### src/rtl/logic_op_sequencer_pkg.sv
// Shared op-code and FSM state encodings for the logic-op sequencer and its core.
package logic_op_sequencer_pkg;

    typedef logic [1:0] op_t;

    localparam op_t OP_AND = 2'b00;
    localparam op_t OP_OR  = 2'b01;
    localparam op_t OP_XOR = 2'b10;
    localparam op_t OP_NOT = 2'b11;

    localparam logic [1:0] ST_IDLE = 2'd0;
    localparam logic [1:0] ST_EXEC = 2'd1;
    localparam logic [1:0] ST_RESP = 2'd2;

endpackage

### src/rtl/logic_op_sequencer_core.sv
// Combinational logical unit: AND/OR/XOR on X,Y into the low half; NOT inverts the full-width Z.
module logic_core
    import logic_op_sequencer_pkg::*;
#(
    parameter int DATA_W = 4
) (
    input  op_t                  i_op,
    input  logic [DATA_W-1:0]    i_x,
    input  logic [DATA_W-1:0]    i_y,
    input  logic [2*DATA_W-1:0]  i_z,
    output logic [DATA_W-1:0]    o_one,
    output logic [DATA_W-1:0]    o_two
);

    always_comb begin
        o_one = '0;
        o_two = '0;
        case (i_op)
            OP_AND: o_one = i_x & i_y;
            OP_OR:  o_one = i_x | i_y;
            OP_XOR: o_one = i_x ^ i_y;
            OP_NOT: begin
                o_one = ~i_z[DATA_W-1:0];
                o_two = ~i_z[2*DATA_W-1:DATA_W];
            end
            default: begin
                o_one = '0;
                o_two = '0;
            end
        endcase
    end

endmodule

### src/rtl/logic_op_sequencer.sv
// Valid/ready front end for logic_core: capture request, register result, present until taken.
// Keeps a chainable accumulator and a saturating count of delivered responses.
module logic_op_sequencer
    import logic_op_sequencer_pkg::*;
#(
    parameter int                DATA_W   = 4,
    parameter int                CNT_W    = 8,
    parameter logic [DATA_W-1:0] ACC_INIT = '0
) (
    input  logic                 i_clk,
    input  logic                 i_rst_n,
    input  logic                 i_req_valid,
    output logic                 o_req_ready,
    input  logic [1:0]           i_req_op,
    input  logic [DATA_W-1:0]    i_req_x,
    input  logic [DATA_W-1:0]    i_req_y,
    input  logic [2*DATA_W-1:0]  i_req_z,
    input  logic                 i_req_use_acc,
    input  logic                 i_req_acc_wr,
    input  logic                 i_acc_clr,
    output logic                 o_rsp_valid,
    input  logic                 i_rsp_ready,
    output logic [1:0]           o_rsp_op,
    output logic [DATA_W-1:0]    o_rsp_one,
    output logic [DATA_W-1:0]    o_rsp_two,
    output logic [DATA_W-1:0]    o_acc,
    output logic [CNT_W-1:0]     o_op_count
);

    logic [1:0]          r_state;
    op_t                 r_op;
    logic [DATA_W-1:0]   r_x;
    logic [DATA_W-1:0]   r_y;
    logic [2*DATA_W-1:0] r_z;
    logic                r_acc_wr;
    op_t                 r_rsp_op;
    logic [DATA_W-1:0]   r_rsp_one;
    logic [DATA_W-1:0]   r_rsp_two;
    logic [DATA_W-1:0]   r_acc;
    logic [CNT_W-1:0]    r_cnt;

    logic [DATA_W-1:0]   w_one;
    logic [DATA_W-1:0]   w_two;

    logic_core #(.DATA_W(DATA_W)) u_core (
        .i_op  (r_op),
        .i_x   (r_x),
        .i_y   (r_y),
        .i_z   (r_z),
        .o_one (w_one),
        .o_two (w_two)
    );

    always_ff @(posedge i_clk or negedge i_rst_n) begin
        if (!i_rst_n) begin
            r_state   <= ST_IDLE;
            r_op      <= OP_AND;
            r_x       <= '0;
            r_y       <= '0;
            r_z       <= '0;
            r_acc_wr  <= 1'b0;
            r_rsp_op  <= OP_AND;
            r_rsp_one <= '0;
            r_rsp_two <= '0;
            r_cnt     <= '0;
        end else begin
            case (r_state)
                ST_IDLE: begin
                    if (i_req_valid) begin
                        r_op     <= i_req_op;
                        // Reads the register, so a same-cycle acc_clr still yields the pre-clear value.
                        r_x      <= i_req_use_acc ? r_acc : i_req_x;
                        r_y      <= i_req_y;
                        r_z      <= i_req_z;
                        r_acc_wr <= i_req_acc_wr;
                        r_state  <= ST_EXEC;
                    end
                end
                ST_EXEC: begin
                    r_rsp_op  <= r_op;
                    r_rsp_one <= w_one;
                    r_rsp_two <= w_two;
                    r_state   <= ST_RESP;
                end
                ST_RESP: begin
                    if (i_rsp_ready) begin
                        if (r_cnt != {CNT_W{1'b1}}) begin
                            r_cnt <= r_cnt + 1'b1;
                        end
                        r_state <= ST_IDLE;
                    end
                end
                default: r_state <= ST_IDLE;
            endcase
        end
    end

    always_ff @(posedge i_clk or negedge i_rst_n) begin
        if (!i_rst_n) begin
            r_acc <= ACC_INIT;
        end else if (i_acc_clr) begin
            r_acc <= ACC_INIT;
        end else if ((r_state == ST_EXEC) && r_acc_wr) begin
            r_acc <= w_one;
        end
    end

    assign o_req_ready = (r_state == ST_IDLE);
    assign o_rsp_valid = (r_state == ST_RESP);
    assign o_rsp_op    = r_rsp_op;
    assign o_rsp_one   = r_rsp_one;
    assign o_rsp_two   = r_rsp_two;
    assign o_acc       = r_acc;
    assign o_op_count  = r_cnt;

endmodule

### config.mk
export PLATFORM = sky130hd
export DESIGN_NAME = logic_op_sequencer
export DESIGN_NICKNAME = d
export VERILOG_FILES = /design/src/rtl/logic_op_sequencer_pkg.sv /design/src/rtl/logic_op_sequencer_core.sv /design/src/rtl/logic_op_sequencer.sv
export SDC_FILE = /design/constraint.sdc
export NUM_CORES = 1
export LEC_CHECK = 0
export ABC_AREA = 1
export CORE_MARGIN = 10
export CORE_UTILIZATION = 45
export CTS_CLUSTER_SIZE = 12
export DETAILED_ROUTE_END_ITERATION = 10
export PLACE_DENSITY = 0.73
export SETUP_SLACK_MARGIN = 0.5
export SYNTH_ARGS = -nofsm -noshare
export SYNTH_HDL_FRONTEND = slang
export SYNTH_SLANG_ARGS = --single-unit
### constraint.sdc
create_clock -name i_clk -period 1.4 [get_ports i_clk]
set_clock_uncertainty 0.05 [all_clocks]
set_input_delay 0.21 -clock i_clk [delete_from_list [all_inputs] [get_ports i_clk]]
set_output_delay 0.21 -clock i_clk [all_outputs]
set_load 0.02 [all_outputs]
==> load_flow_metrics.sql, run 1 <==
INSERT INTO impl_metrics (metric_group, metric, value, unit) VALUES
('floorplanning', 'io_pins', '49', ''),
('synthesis', 'post-synth-top-area-cell', 'sky130_fd_sc_hd__dfrtp_1', ''),
('worst_hold_path', 'hp-class', 'input pin to async pin', ''),
('synthesis', 'synthFlopType', 'sky130_fd_sc_hd__dfrtp_1', ''),
('clocking', 'cts_root_buffer', 'sky130_fd_sc_hd__clkbuf_8', ''),
('final_layout', 'antenna_cells_inserted', '0', ''),
('pwr', 'power.ir.vdd_worst', '1.28', 'mV'),
('synthesis', 'yosys_register_bits', '43', ''),
('pwr', 'power_density', '2190', 'mW/mm2'),
('synthesis', 'synth_largest_type_area_fraction', '48.8', '%'),
('final_layout', 'post-route-cell-area', '0.00378', 'mm2'),
('synthesis', 'synthCells', '260', ''),
('placement', 'post_dp_cell_area', '0.00284', 'mm2'),
('sta', 'post-route-period-util', '94.0', '%'),
('pwr', 'report.power.total', '8.29', 'mW'),
('routing', 'antenna_left', '0', ''),
('final_layout', 'post_route_cells_drive_above_1_share', '52.3', '%'),
('synthesis', 'async_flop_share', '100', '%'),
('routing', 'routed-via-count', '2120', ''),
('worst_setup_path', 'worst_r2r_startpoint', 'r_state[0]$_DFFE_PN0P_', ''),
('global_route', 'pin_count_of_the_biggest_net_entering_global_routing', '29', ''),
('sta', 'timing.final.setup_violations', '0', ''),
('global_route', 'grt_first_pass_wirelength', '9720', 'um'),
('global_route', 'vias_in_the_first_global_route', '2044', ''),
('floorplanning', 'start_util', '46.6', '%'),
('floorplanning', 'floorplan.die_area', '0.00810', 'mm2'),
('worst_setup_path', 'worst_ep_required_time', '1.14', 'ns'),
('clocking', 'cts.sink_count', '43', ''),
('synthesis', 'synth.lib_cells_used.distinct', '26', ''),
('pwr', 'total_leakage_power', '1.79', 'nW'),
('sta', 'clock.fmax', '760', 'MHz'),
('sta', 'maxSlewHeadroom', '73.6', '%'),
('worst_setup_path', 'timing.critical_path.arrival', '1.06', 'ns'),
('placement', 'io_buffers', '48', ''),
('clocking', 'cts_tree', 'done', ''),
('global_route', 'antenna_found_initial', '0', ''),
('run_status', 'result_of_the_run', 'finished with violations', ''),
('clocking', 'cts_buf_count', '5', ''),
('floorplanning', 'fp.coreArea', '0.00472', 'mm2'),
('worst_setup_path', 'timing.critical_path.to_type', 'output pin', ''),
('clocking', 'cts.clk_slew.worst_paths', '0.08', 'ns'),
('synthesis', 'synth.yosys.warnings', '0', ''),
('final_layout', 'nFillCells', '271', ''),
('final_layout', 'area_delta_synth_final', '71.4', '%'),
('worst_setup_path', 'worst_setup_path_startpoint', 'r_state[0]$_DFFE_PN0P_', ''),
('worst_setup_path', 'path_max_fanout', '3', ''),
('run_status', 'failed_checks', 'hold timing', ''),
('synthesis', 'syn_area', '0.00220', 'mm2'),
('global_route', 'overall_routing_resource_usage', '14.3', '%'),
('clocking', 'clock_tree.buffer_depth', '2', ''),
('routing', 'route.detailed.drc', '0', ''),
('floorplanning', 'rows', '25', ''),
('sta', 'setup_repair_after_global_routing_missed_its_margin', 'true', ''),
('sta', 'tightest_slew', '0.396', 'ns'),
('synthesis', 'yosys-top-cells-area', 'sky130_fd_sc_hd__dfrtp_1 (49%), sky130_fd_sc_hd__nand2_1 (15%), sky130_fd_sc_hd__inv_1 (5.8%), sky130_fd_sc_hd__ha_1 (5.1%), sky130_fd_sc_hd__nand3_1 (4.8%)', ''),
('floorplanning', 'die-height', '90.0', 'um'),
('final_layout', 'multiInputGateArea', '0.00126', 'mm2'),
('floorplanning', 'die_width', '90.0', 'um'),
('synthesis', 'yosysSeqAreaShare', '48.8', '%'),
('synthesis', 'syn_area_per_cell', '8.47', 'um2'),
('routing', 'detailed_router_s_first_iteration_violation_count', '83', ''),
('routing', 'post_drt_wl_per_cell', '15.9', 'um'),
('synthesis', 'synth_enable_flop_cells', '0', ''),
('worst_setup_path', 'critical_path_class', 'register to output pin', ''),
('clocking', 'insertion_delay', '0.31', 'ns'),
('sta', 'worst_hold_slack', '-0.236', 'ns'),
('routing', 'detailedRoute.firstPassIterationCount', '4', ''),
('clocking', 'htree_levels', '2', ''),
('worst_setup_path', 'worst-r2r-setup-slack', '0.10', 'ns'),
('routing', 'drt-vias-per-instance', '4.93', ''),
('placement', 'gp_congestion', '0.795', ''),
('final_layout', 'num-nets-final', '396', ''),
('final_layout', 'final-seq-area', '0.00108', 'mm2'),
('worst_setup_path', 'worst_setup_path_start_kind', 'register', ''),
('placement', 'detailed_place_hpwl', '3700', 'um'),
('run', 'cap_violations', '0', ''),
('sta', 'timing.final.hold_violations', '15', ''),
('routing', 'routed_wl', '6840', 'um'),
('sta', 'layout_min_cycle_time', '1.32', 'ns'),
('synthesis', 'synth_nets', '294', ''),
('sta', 'timing_max_transition_violations_final', '0', ''),
('global_route', 'globalRoute.totalOverflow', '0', '');
[report_power, final]
group / total, mW / leakage [nW] / internal (mW) / switching [mW]
Combinational: 4.93 / 1.18 / 2.46 / 2.47
Clock: 1.17 / 0.0644 / 0.711 / 0.459
Sequential: 2.19 / 0.546 / 1.75 / 0.443
[what timing repair did]
| action | 4_1_cts | 5_1_grt |
|---|---|---|
| buffers inserted | 28 | 11 |
| gates cloned | 1 | 3 |
| pin swaps | 11 | 19 |
| gates resized for setup | 189 | 52 |
| endpoints found under the setup margin | 67 | 67 |
| endpoints found under the hold margin | 15 | 15 |
[synth_stat cells (2+ instances only)]
| library cell | count |
|---|---|
| sky130_fd_sc_hd__xnor2_1 | 2 |
| sky130_fd_sc_hd__o21ai_0 | 5 |
| sky130_fd_sc_hd__nand4_1 | 2 |
| sky130_fd_sc_hd__buf_6 | 3 |
| sky130_fd_sc_hd__buf_4 | 3 |
| sky130_fd_sc_hd__o211ai_1 | 4 |
| sky130_fd_sc_hd__nor2_2 | 3 |
| sky130_fd_sc_hd__nand2_2 | 2 |
| sky130_fd_sc_hd__ha_1 | 9 |
| sky130_fd_sc_hd__nor2_4 | 2 |
| sky130_fd_sc_hd__nand2_4 | 3 |
| sky130_fd_sc_hd__nand3_1 | 21 |
| sky130_fd_sc_hd__o31ai_1 | 4 |
| sky130_fd_sc_hd__inv_1 | 34 |
| sky130_fd_sc_hd__o21ai_2 | 10 |
| sky130_fd_sc_hd__dfrtp_1 | 43 |
| sky130_fd_sc_hd__nor2_1 | 12 |
| sky130_fd_sc_hd__nand2_1 | 87 |
| sky130_fd_sc_hd__o21ai_1 | 4 |
[layout make-up]
| cell class | instances | share of cell area, % |
|---|---|---|
| timing repair inverter | 1 | 0.298 |
| inverter | 37 | 4.07 |
| clock inverter | 3 | 1.79 |
| tap | 67 | 2.22 |
| clock buffer | 5 | 1.82 |
| sequential | 43 | 28.7 |
| multi-input combinational | 173 | 33.4 |
| timing repair buffer | 101 | 27.7 |
[stage by stage]
stage               setup TNS [ns]  util [%]  std cells  setup WS [ns]
global route              -0.00673      80.0        430       -0.00458
detailed placement         -0.0360      60.1        379        -0.0360
finish                           0      80.0        430         0.0834
floorplan                        0         -        260          0.171
CTS                              0      72.8        416         0.0931
global placement           -0.0240      60.1        379        -0.0240
[flip-flops by register name (all words and copies together), names as in the netlist]
signal	count
o_op_count	8
r_z	8
o_acc	4
o_rsp_one	4
o_rsp_two	4
r_x	4
r_y	4
o_rsp_op	2
r_op	2
r_state	2
r_acc_wr	1
[worst paths after layout]
| check | end | cells after the start |
|---|---|---|
| max in group asynchronous | r_state[1]$_DFFE_PN0P_ | 2 |
| setup reg to reg | o_op_count[3]$_DFFE_PN0P_ | 7 |
| min in group i_clk | r_z[5]$_DFFE_PN0P_ | 3 |
| hold reg to reg | o_rsp_two[3]$_DFFE_PN0N_ | 1 |
| hold / removal | o_rsp_one[3]$_DFFE_PN0N_ | 1 |
| setup / recovery | o_rsp_valid | 4 |
[logic make-up after synthesis]
kind of cell,share of synthesized area (%)
AO/OA/AOI/OAI,9.09
adder cells (fa/ha/maj),5.11
XOR/XNOR,1.19
AND/OR/NAND/NOR,26.4
flip-flops,48.8
buffers and inverters,9.37
[critical path, stage by stage, from the launching register on]
cell and delay [ns]:
sky130_fd_sc_hd__dfrtp_2 0.46, sky130_fd_sc_hd__inv_2 0.07, sky130_fd_sc_hd__nand2_2 0.06, sky130_fd_sc_hd__inv_2 0.06
sky130_fd_sc_hd__buf_6 0.11
[layer usage]
layer,part of all wire [%],track usage [%],up-vias
li1,-,-,1025
met1,42,16.7,1018
met2,51,23.7,61
met3,4.4,3.66,16
met4,2.9,7.43,0
met5,0,0,-
[cells in the final DEF (no fill, tap or decap), types with 7 or more instances in the layout]
| cell type | instances |
|---|---|
| sky130_fd_sc_hd__dfrtp_2 | 7 |
| sky130_fd_sc_hd__buf_6 | 29 |
| sky130_fd_sc_hd__dfrtp_1 | 36 |
| sky130_fd_sc_hd__buf_4 | 38 |
| sky130_fd_sc_hd__inv_2 | 13 |
| sky130_fd_sc_hd__clkdlybuf4s50_1 | 23 |
| sky130_fd_sc_hd__nand2_2 | 23 |
| sky130_fd_sc_hd__inv_1 | 22 |
| sky130_fd_sc_hd__nand2_1 | 62 |
| sky130_fd_sc_hd__nor2_4 | 9 |
| sky130_fd_sc_hd__o21ai_2 | 15 |
| sky130_fd_sc_hd__nand3_2 | 13 |
Power figures use the tool's default switching activity.
==> run 2: changes to the inputs <==
--- a/config.mk
+++ b/config.mk
@@ -8,6 +8,7 @@
 export ABC_AREA = 1
 export CORE_MARGIN = 10
 export CORE_UTILIZATION = 45
+export CTS_BUF_LIST = sky130_fd_sc_hd__clkbuf_8
 export CTS_CLUSTER_SIZE = 12
 export DETAILED_ROUTE_END_ITERATION = 10
 export PLACE_DENSITY = 0.73
==> results of run 2 <==
Same layout as run 1: the final DEF is identical, and so are final timing and power.
